<file path="config.mk">
export PLATFORM = sky130hd
export DESIGN_NAME = tick_scheduler
export DESIGN_NICKNAME = d
export VERILOG_FILES = /design/src/rtl/tick_scheduler.sv
export SDC_FILE = /design/constraint.sdc
export NUM_CORES = 1
export LEC_CHECK = 0
export ABC_AREA = 1
export BUFFER_PORTS_ARGS = -buffer_cell sky130_fd_sc_hd__buf_2
export CORE_UTILIZATION = 62
export CTS_BUF_LIST = sky130_fd_sc_hd__clkbuf_8 sky130_fd_sc_hd__clkbuf_16
export CTS_CLUSTER_DIAMETER = 120
export DETAILED_ROUTE_END_ITERATION = 10
export PLACE_DENSITY = 0.78
export SYNTH_ARGS = -nofsm -noshare
export SYNTH_HDL_FRONTEND = slang
export SYNTH_SLANG_ARGS = --single-unit
</file>
<file path="constraint.sdc">
create_clock -name CLK -period 2.7 [get_ports CLK]
set_input_delay 0.54 -clock CLK [delete_from_list [all_inputs] [get_ports CLK]]
set_output_delay 0.54 -clock CLK [all_outputs]
set_load 0.1 [all_outputs]
</file>
<file path="src/rtl/tick_scheduler.sv">
// Shared-prescaler timer scheduler: one base tick drives four channels.
// Each channel counts a programmable number of ticks and emits a one-cycle event pulse.
module tick_scheduler #(
    parameter int unsigned PRESCALE = 100000000,
    parameter int unsigned CW       = 8
) (
    input  logic          CLK,
    input  logic          Rst,
    input  logic          hold,
    input  logic          cfg_we,
    input  logic [1:0]    cfg_ch,
    input  logic [CW-1:0] cfg_period,
    input  logic          cfg_mode,
    input  logic          cfg_en,
    output logic          tick,
    output logic [3:0]    ch_pulse,
    output logic [3:0]    ch_active,
    output logic [3:0]    ch_done
);

    typedef enum logic [1:0] {
        IDLE,
        RUN,
        DONE
    } ch_state_t;

    localparam logic [31:0] PRE_LAST = 32'(PRESCALE - 1);

    logic [31:0]   pre_cnt;
    ch_state_t     st        [4];
    logic [CW-1:0] remaining [4];
    logic [CW-1:0] period    [4];
    logic [3:0]    mode;

    always_ff @(posedge CLK) begin
        if (Rst) begin
            pre_cnt <= '0;
            tick    <= 1'b0;
        end else if (hold) begin
            tick <= 1'b0;
        end else if (pre_cnt == PRE_LAST) begin
            pre_cnt <= '0;
            tick    <= 1'b1;
        end else begin
            pre_cnt <= pre_cnt + 32'd1;
            tick    <= 1'b0;
        end
    end

    // A config write to a channel takes priority over a coincident tick for that channel only.
    always_ff @(posedge CLK) begin
        if (Rst) begin
            for (int unsigned i = 0; i < 4; i++) begin
                st[i]        <= IDLE;
                remaining[i] <= '0;
                period[i]    <= '0;
            end
            mode      <= '0;
            ch_pulse  <= '0;
            ch_active <= '0;
            ch_done   <= '0;
        end else begin
            for (int unsigned i = 0; i < 4; i++) begin
                ch_pulse[i] <= 1'b0;
                if (cfg_we && (cfg_ch == 2'(i))) begin
                    period[i]  <= cfg_period;
                    mode[i]    <= cfg_mode;
                    ch_done[i] <= 1'b0;
                    if (cfg_en && (cfg_period != '0)) begin
                        st[i]        <= RUN;
                        remaining[i] <= cfg_period;
                        ch_active[i] <= 1'b1;
                    end else begin
                        st[i]        <= IDLE;
                        remaining[i] <= '0;
                        ch_active[i] <= 1'b0;
                    end
                end else if ((st[i] == RUN) && tick) begin
                    if (remaining[i] > CW'(1)) begin
                        remaining[i] <= remaining[i] - CW'(1);
                    end else begin
                        ch_pulse[i] <= 1'b1;
                        if (mode[i]) begin
                            st[i]        <= DONE;
                            remaining[i] <= '0;
                            ch_active[i] <= 1'b0;
                            ch_done[i]   <= 1'b1;
                        end else begin
                            remaining[i] <= period[i];
                        end
                    end
                end
            end
        end
    end

endmodule

</file>
; After elaboration in Yosys (flattened, before gate mapping)
; Memory sizes are Yosys's and may differ from the RTL's.
; Index checks and enable logic that the tools add are counted.
; W data, S select, Z words.
[totals]
register_bits = 49
ram_bits = 72
out_inout_bits = 13
mem_count = 3
[classes]
add_sub_neg = 5
order_cmp = 4
n_eq_ne = 12
muxes = 166
bitwise_logic = 44
reduce_logical = 36
[memory_table]
columns = name, words, width, read_ports, rd_ports_with_merged_regs, wr, line
row1 = period, 4, 8, 4, 0, 4, 32  ; logic [CW-1:0] period [4];
row2 = remaining, 4, 8, 4, 0, 4, 31  ; logic [CW-1:0] remaining [4];
row3 = st, 4, 2, 4, 0, 4, 30  ; ch_state_t st [4];
[op_table]
columns = cell, count
row1 = $mux W8, 24
row2 = $mux W1, 129
row3 = $or A1 B1 Y1, 36
row4 = $add A32 B1 Y32 const B, 1
row5 = $eq A32 B27 Y1 const B, 1
row6 = $gt A8 B1 Y1 const B, 4
row7 = $mux W32, 1
row8 = $sub A8 B1 Y8 const B, 4
row9 = $mux W2, 12
row10 = $reduce_and A3 Y1, 8
row11 = $reduce_bool A2 Y1, 8
row12 = $reduce_or A3 Y1, 4
row13 = $eq A2 B1 Y1 const B, 5
row14 = $reduce_or A2 Y1, 5
row15 = $logic_and A1 B1 Y1, 9
row16 = $ne A2 B2 Y1 const B, 4
row17 = $not A1 Y1, 8
row18 = $reduce_bool A8 Y1, 1
row19 = $eq A2 B2 Y1 const B, 2
row20 = $logic_not A2 Y1, 1

; Logic depth before layout (Yosys ltp)
; Gate-level depths: netlist (run 1).
[logic_depth]
ltp_word = 11
depth_mapped = 11
ltp_nobuf = 11

; Worst setup path after synthesis (run 1)
; OpenSTA, ideal clock, no wires.
[synth_timing]
path_kind = flip-flop to flip-flop
startpoint = register tick
endpoint = memory remaining[3][0] (enable)
setup_time_ps = 328
arrival_time_ps = 1940
slack_ps = 431
path_stages_with_launch = 6
synth_period_minus_slack_ps = 2269
path_cell_list = dfxtp_1 nand2_1 nor2_1 nand4_1 nor2_2 or3_1
[synth_rtl]
columns = element, line
row1 = from (decl), 15  ; output logic tick,
row2 = from (signal assigned), 38  ; tick <= 1'b0;
row3 = from (signal assigned), 40  ; tick <= 1'b0;
row4 = from (signal assigned), 43  ; tick <= 1'b1;
row5 = to (decl), 31

==> results of run 1 <==
-- per-layer routing --
layer	global-route usage	wire [um]	vias to the layer above
li1	-	-	2751
met1	0.3802	6280	2515
met2	0.4705	7041	253
met3	0.06516	1106	52
met4	0.1633	567	0
met5	0	0	-
-- metrics by stage --
stage	power, mW	instances	worst slack, ns	hold WS, ns	cell area, um^2
after floorplan	2.323	821	0.4311	0.4587	6479
after global placement	2.415	980	0.5741	0.4350	6773
after detailed placement	2.423	980	0.5015	0.4393	6773
after CTS	4.381	1012	0.5275	0.3643	7293
after global routing	4.519	1012	0.3401	0.3950	7293
final	4.368	1012	0.5096	0.3752	7293
-- state kept, by name, summed over array words and instances, names as in the netlist --
signal	flops
period	32
tick	1
ch_active	4
ch_done	4
st	8
mode	4
pre_cnt	32
ch_pulse	4
remaining	32
-- tightest hold or removal path, stage by stage --
cell and delay (ns):
buf_2 0.08, inv_1 0.10, a21oi_1 0.14
-- placed cells by master, fill, tap and decap left out, types with 2 or more instances in the layout --
cell type / n
a21oi_1: 27
buf_2: 28
buf_4: 3
clkbuf_16: 16
clkbuf_8: 3
clkinv_1: 4
clkinv_2: 3
dfxtp_1: 49
edfxtp_1: 72
ha_1: 9
inv_1: 116
inv_2: 5
nand2_1: 190
nand2_2: 5
nand3_1: 70
nand3_2: 3
nand4_1: 12
nand4_2: 2
nor2_1: 154
nor2_2: 6
nor2_4: 9
nor3_1: 15
nor3_2: 4
nor3_4: 3
o21ai_0: 23
o21bai_1: 2
o221ai_1: 2
or2_2: 2
xnor2_1: 4
xor2_1: 23
-- power groups by stage --
| stage | clock [mW] | sequential (mW) | combinational [mW] |
|---|---|---|---|
| final | 1.98 | 2.08 | 0.309 |
| after CTS | 1.99 | 2.08 | 0.306 |
| after detailed placement | 0 | 2.12 | 0.304 |
| after global routing | 2.08 | 2.09 | 0.345 |
| after global placement | 0 | 2.12 | 0.298 |
| after floorplan | 0 | 2.12 | 0.201 |
-- worst paths after layout --
check                        from         endpoint  slack, ns  depth (start not counted)
setup / recovery  remaining[3][0]  remaining[3][6]       0.51                          8
hold / removal           cfg_mode          mode[3]       0.38                          3
setup reg to reg  remaining[3][0]  remaining[3][6]       0.51                          8
hold reg to reg        ch_done[1]       ch_done[1]       0.45                          2
-- cell type report --
| cell class | instances | area (um^2) | share of cell area |
|---|---|---|---|
| multi-input combinational | 578 | 2856 | 0.3917 |
| tap | 133 | 166.4 | 0.02282 |
| timing repair buffer | 31 | 162.7 | 0.02230 |
| inverter | 117 | 444.2 | 0.06090 |
| clock inverter | 13 | 78.83 | 0.01081 |
| sequential | 121 | 3143 | 0.4309 |
| clock buffer | 19 | 441.7 | 0.06056 |
-- cells by family (layout without fill, tap and decap cells) --
family,count (synthesis),after routing
xor gates and xnor gates,27,27
AOI/OAI and AO/OA,62,62
buffers and inverters,122,180
DFF,121,121
and+or+nand+nor,480,480
adders and majority gates,9,9
==> flow_metrics.env, run 1 <==
export IMPL_outcome="finished clean"
export IMPL_die_w_um=104.2
export IMPL_crit_type="reg -> reg"
export IMPL_place_gp_congestion=0.9420
export IMPL_synth_edf_count=72
export IMPL_cts_sinks=121
export IMPL_ys_flop_type="edfxtp_1"
export IMPL_syn_avg_cell_area_um2=7.891
export IMPL_yosys_area_top_type="edfxtp_1"
export IMPL_worst_endpoint_arrival_ns=2.41
export IMPL_grt_pass1_wl_mm=25.19
export IMPL_synthMuxAreaShare=0
export IMPL_num_antenna_cells=0
export IMPL_vias=5571
export IMPL_ctsResizeCount=0
export IMPL_synth_top_family_by_area="simple AND/OR/NAND/NOR gates"
export IMPL_ant_nets=0
export IMPL_cp_slowest_cell="or3_1"
export IMPL_cts_tree="yes"
export IMPL_cts_setup_buffers=0
export IMPL_worstSetupStartpointType="flop"
export IMPL_powerDensity_nw_per_um2=598.9
export IMPL_htreeDepth=4
export IMPL_route_detailed_wl_per_inst_um=14.82
export IMPL_hold_violations=0
export IMPL_power_share_sequential=0.477
export IMPL_fp_coreArea_um2=9955
export IMPL_max_stage_delay_ns=0.50
export IMPL_place_hpwl_mm=11.07
export IMPL_ir_worst_vdd_uv=524.7
export IMPL_clockBufferDepth=2
export IMPL_io_buffer_count=28
export IMPL_n_fill_cell=747
export IMPL_drtIter0Drc=398
export IMPL_max_freq_mhz=456.5
export IMPL_p_clk_frac=0.452
export IMPL_async_reset_ff_frac=0
export IMPL_path_max_fanout=8
export IMPL_synth_most_common_cell="nand2_1"
export IMPL_start_util=0.6508
export IMPL_path_delay_family="simple AND/OR/NAND/NOR gates"
export IMPL_die_height_um=104.2
export IMPL_grt_start_max_net_pins=18
export IMPL_cap_viol_max_count=0
export IMPL_cpMostUsedCell="nor2_1"
export IMPL_synth_common_cells="nand2_1 (190), nor2_1 (154), inv_1 (108)"
export IMPL_maxSlewHeadroom=0.6676
export IMPL_synth_top_area_frac=0.3337
export IMPL_synth_compound_area_frac=0.05427
export IMPL_slew_viol_final=0
export IMPL_synth_xor_area_frac=0.03650
export IMPL_io_pins=29
export IMPL_setup_viol=0
export IMPL_cts_buffers=17
export IMPL_clock_latency_ns=0.52
export IMPL_antenna_found_initial=0
export IMPL_netlist_area_um2=6479
export IMPL_timing_critical_path_required_ns=2.92
export IMPL_worst_slew_pin_slew_ns=0.4974
export IMPL_synthDistinctLibCells=43
export IMPL_synth_warning_count=0
export IMPL_syn2layout_area_growth_pct=12.57
export IMPL_finClkSkew_ns=0.01149
export IMPL_synth_cells=821
export IMPL_synthSimpleGateAreaFrac=0.3328
export IMPL_synthTopCellsByArea="edfxtp_1 (33%), dfxtp_1 (15%), nand2_1 (11%), nor2_1 (8.9%), inv_1 (6.3%)"
export IMPL_root_buffer="clkbuf_8"
export IMPL_cp_buffers_inverters=1
export IMPL_swShare=0.2322
export IMPL_synth_fa_ha_area_frac=0.01738
export IMPL_tns_ns=0
export IMPL_drtPass1Iterations=5
export IMPL_fin_util=0.7327
export IMPL_grt_pass1_vias=5286
export IMPL_internal_power_mw=3.354
export IMPL_fin_crit_sh=0.8113
export IMPL_syn_nets=846
export IMPL_net_switching_power_mw=1.014
export IMPL_rsz0062_at_grt="false"
export IMPL_routed_via_density=5.505
export IMPL_synth_ff_latch_count=121
export IMPL_grt_ovfl_total=0
export IMPL_ctsHoldBuffers=0
export IMPL_clk_pin_slew_ns=0.06
export IMPL_drive_gt1_frac=0.1104
export IMPL_wirelength_mm=15.00
export IMPL_combinationalPowerShare=0.071
export IMPL_path_cells="inv_1 -> ha_1 -> nor2_1 -> nor2_1 -> and2_1 -> nand3_1 -> nand2_1 -> or3_1"
export IMPL_endpoint_kind="flop"
export IMPL_hold_class="in -> reg"
export IMPL_p_leak_nw=3.184
export IMPL_rows=36
export IMPL_nets=891
export IMPL_period_needed_ns=2.190
export IMPL_seq_area_frac_synth=0.4851
export IMPL_dieArea_um2=10860
export IMPL_drc_errors=0
export IMPL_track_usage=0.2973
(Power assumes the default switching activity.)
==> run 2, diff against run 1 <==
--- a/config.mk
+++ b/config.mk
@@ -7,11 +7,11 @@
 export LEC_CHECK = 0
 export ABC_AREA = 1
 export BUFFER_PORTS_ARGS = -buffer_cell sky130_fd_sc_hd__buf_2
-export CORE_UTILIZATION = 62
+export CORE_UTILIZATION = 56
 export CTS_BUF_LIST = sky130_fd_sc_hd__clkbuf_8 sky130_fd_sc_hd__clkbuf_16
 export CTS_CLUSTER_DIAMETER = 120
 export DETAILED_ROUTE_END_ITERATION = 10
-export PLACE_DENSITY = 0.78
+export PLACE_DENSITY = 0.74
 export SYNTH_ARGS = -nofsm -noshare
 export SYNTH_HDL_FRONTEND = slang
 export SYNTH_SLANG_ARGS = --single-unit
==> constraint.sdc (replaced) <==
create_clock -name CLK -period 2 [get_ports CLK]
set_input_delay 0.4 -clock CLK [delete_from_list [all_inputs] [get_ports CLK]]
set_output_delay 0.4 -clock CLK [all_outputs]
set_load 0.1 [all_outputs]
==> flow_metrics.env, run 2 (same netlist as run 1, synthesis figures left out) <==
export IMPL_outcome="finished clean"
export IMPL_drtPass1Iterations=5
export IMPL_place_hpwl_mm=11.07
export IMPL_setup_viol=0
export IMPL_cts_buffers=17
export IMPL_tns_ns=0
export IMPL_io_buffer_count=28
export IMPL_antenna_found_initial=0
export IMPL_htreeDepth=4
export IMPL_drtIter0Drc=322
export IMPL_total_power_mw=6.391
export IMPL_hold_class="in -> reg"
export IMPL_grt_pass1_vias=5217
export IMPL_timing_critical_path_required_ns=2.16
export IMPL_rsz0062_at_grt="false"
export IMPL_path_max_fanout=8
export IMPL_n_fill_cell=915
export IMPL_grt_start_max_net_pins=18
export IMPL_dieArea_um2=12000
export IMPL_final_cell_mix="nand2_1 (188), nor2_1 (153), inv_1 (107)"
export IMPL_grt_ovfl_total=0
export IMPL_max_freq_mhz=529.8
export IMPL_cap_viol_max_count=0
export IMPL_drc_errors=0
export IMPL_syn2layout_area_growth_pct=16.16
export IMPL_hold_depth=3
export IMPL_grt_pass1_wl_mm=24.14
export IMPL_cts_tree="yes"
export IMPL_root_buffer="clkbuf_16"
export IMPL_routed_via_density=5.355
export IMPL_largestRegisters="period x32, pre_cnt x32, remaining x32"
export IMPL_num_antenna_cells=0
export IMPL_holdWs_ns=0.3544
export IMPL_finClkSkew_ns=0.008846
export IMPL_wirelength_mm=15.18
export IMPL_layout_cells_non_filler=1034
export IMPL_pre_cts_ws_ns=0.003840
export IMPL_worst_slew_pin_slew_ns=0.4909
export IMPL_worstSetupStartpointType="flop"
export IMPL_drive_gt1_frac=0.1421
export IMPL_ant_nets=0
export IMPL_nets=906
export IMPL_endpoint_kind="flop"
export IMPL_clk_pin_slew_ns=0.06
export IMPL_route_detailed_wl_per_inst_um=14.68
export IMPL_startpoint="remaining[1][0]"
export IMPL_setup_slack_ns=0.1126
export IMPL_die_w_um=109.6
export IMPL_track_usage=0.2689
export IMPL_clockBufferDepth=2
export IMPL_powerDensity_nw_per_um2=849.2
export IMPL_slew_viol_final=0
export IMPL_maxSlewHeadroom=0.6750
export IMPL_start_util=0.5848
export IMPL_fin_crit_sh=0.9437
export IMPL_vias=5537
export IMPL_clock_latency_ns=0.42
export IMPL_r2r_start="remaining[1][0]"
export IMPL_place_gp_congestion=0.8850
export IMPL_hold_violations=0
export IMPL_p_leak_nw=3.259
export IMPL_cts_sinks=121
export IMPL_dpl_cell_count=1000
export IMPL_reg2reg_depth=10
export IMPL_die_height_um=109.6
export IMPL_worstHoldStart="cfg_mode"
export IMPL_period_needed_ns=1.887
export IMPL_worst_endpoint_arrival_ns=2.05
export IMPL_final_common_cell="nand2_1"
export IMPL_ctsHoldBuffers=0
export IMPL_ir_worst_vdd_uv=480.0
export IMPL_io_pins=29
export IMPL_crit_type="reg -> reg"
export IMPL_fp_coreArea_um2=11080
export IMPL_rows=38
## run 2: changes by cell type in the layout (fill, tap and decap cells not counted), sizes merged
cell / change
buf: +15
bufinv: +3
clkbuf: -2
clkinv: +5
clkinvlp: +2
inv: -8
## run 2: repair_timing
item / in CTS / in global routing
setup buffers: 0 / 2
setup endpoints to repair: 8 / 30
resized for setup: 1 / 8
pin swaps: 0 / 4
## run 2: critical path: stages, from the launching register on
cell      delay (ns)
edfxtp_1        0.42
inv_1           0.14
ha_2            0.23
nor2_1          0.08
nor3_4          0.24
buf_4           0.17
nor2_4          0.05
nand2_1         0.08
nand3_1         0.10
nand2_1         0.09
inv_1           0.05
## run 2: routing by layer
layer	vias to the layer above	wire, um	global-route usage
met2	160	7453	0.4641
met5	-	0	0
met3	39	820	0.06876
met1	2565	6532	0.3226
li1	2773	-	-
met4	0	369	0.1010
## run 2: final timing paths
path | to | slack (ns)
hold reg to reg | ch_done[2] | 0.45
hold / removal | mode[0] | 0.35
setup / recovery | remaining[1][5] | 0.11
setup reg to reg | remaining[1][5] | 0.11
## run 2: stage by stage
stage,utilization,cell area [um^2]
after floorplan,-,6480
after global placement,0.6211,6880
after detailed placement,0.6211,6880
after CTS,0.6764,7493
after global routing,0.6794,7526
final,0.6794,7526
## run 2: area by class of cell
| class | instances | area [um^2] | area share |
|---|---|---|---|
| Inverter | 117 | 444.2 | 0.05902 |
| Multi-Input combinational cell | 578 | 2879 | 0.3825 |
| Clock inverter | 15 | 182.7 | 0.02427 |
| Tap cell | 140 | 175.2 | 0.02328 |
| Clock buffer | 17 | 425.4 | 0.05653 |
| Sequential cell | 121 | 3144 | 0.4178 |
| Timing Repair Buffer | 46 | 275.3 | 0.03658 |
## run 2: power breakdown
group	total (mW)	internal, mW	switching (mW)
clock	3.14	2.06	1.08
combinational	0.439	0.129	0.309
sequential	2.81	2.76	0.0583
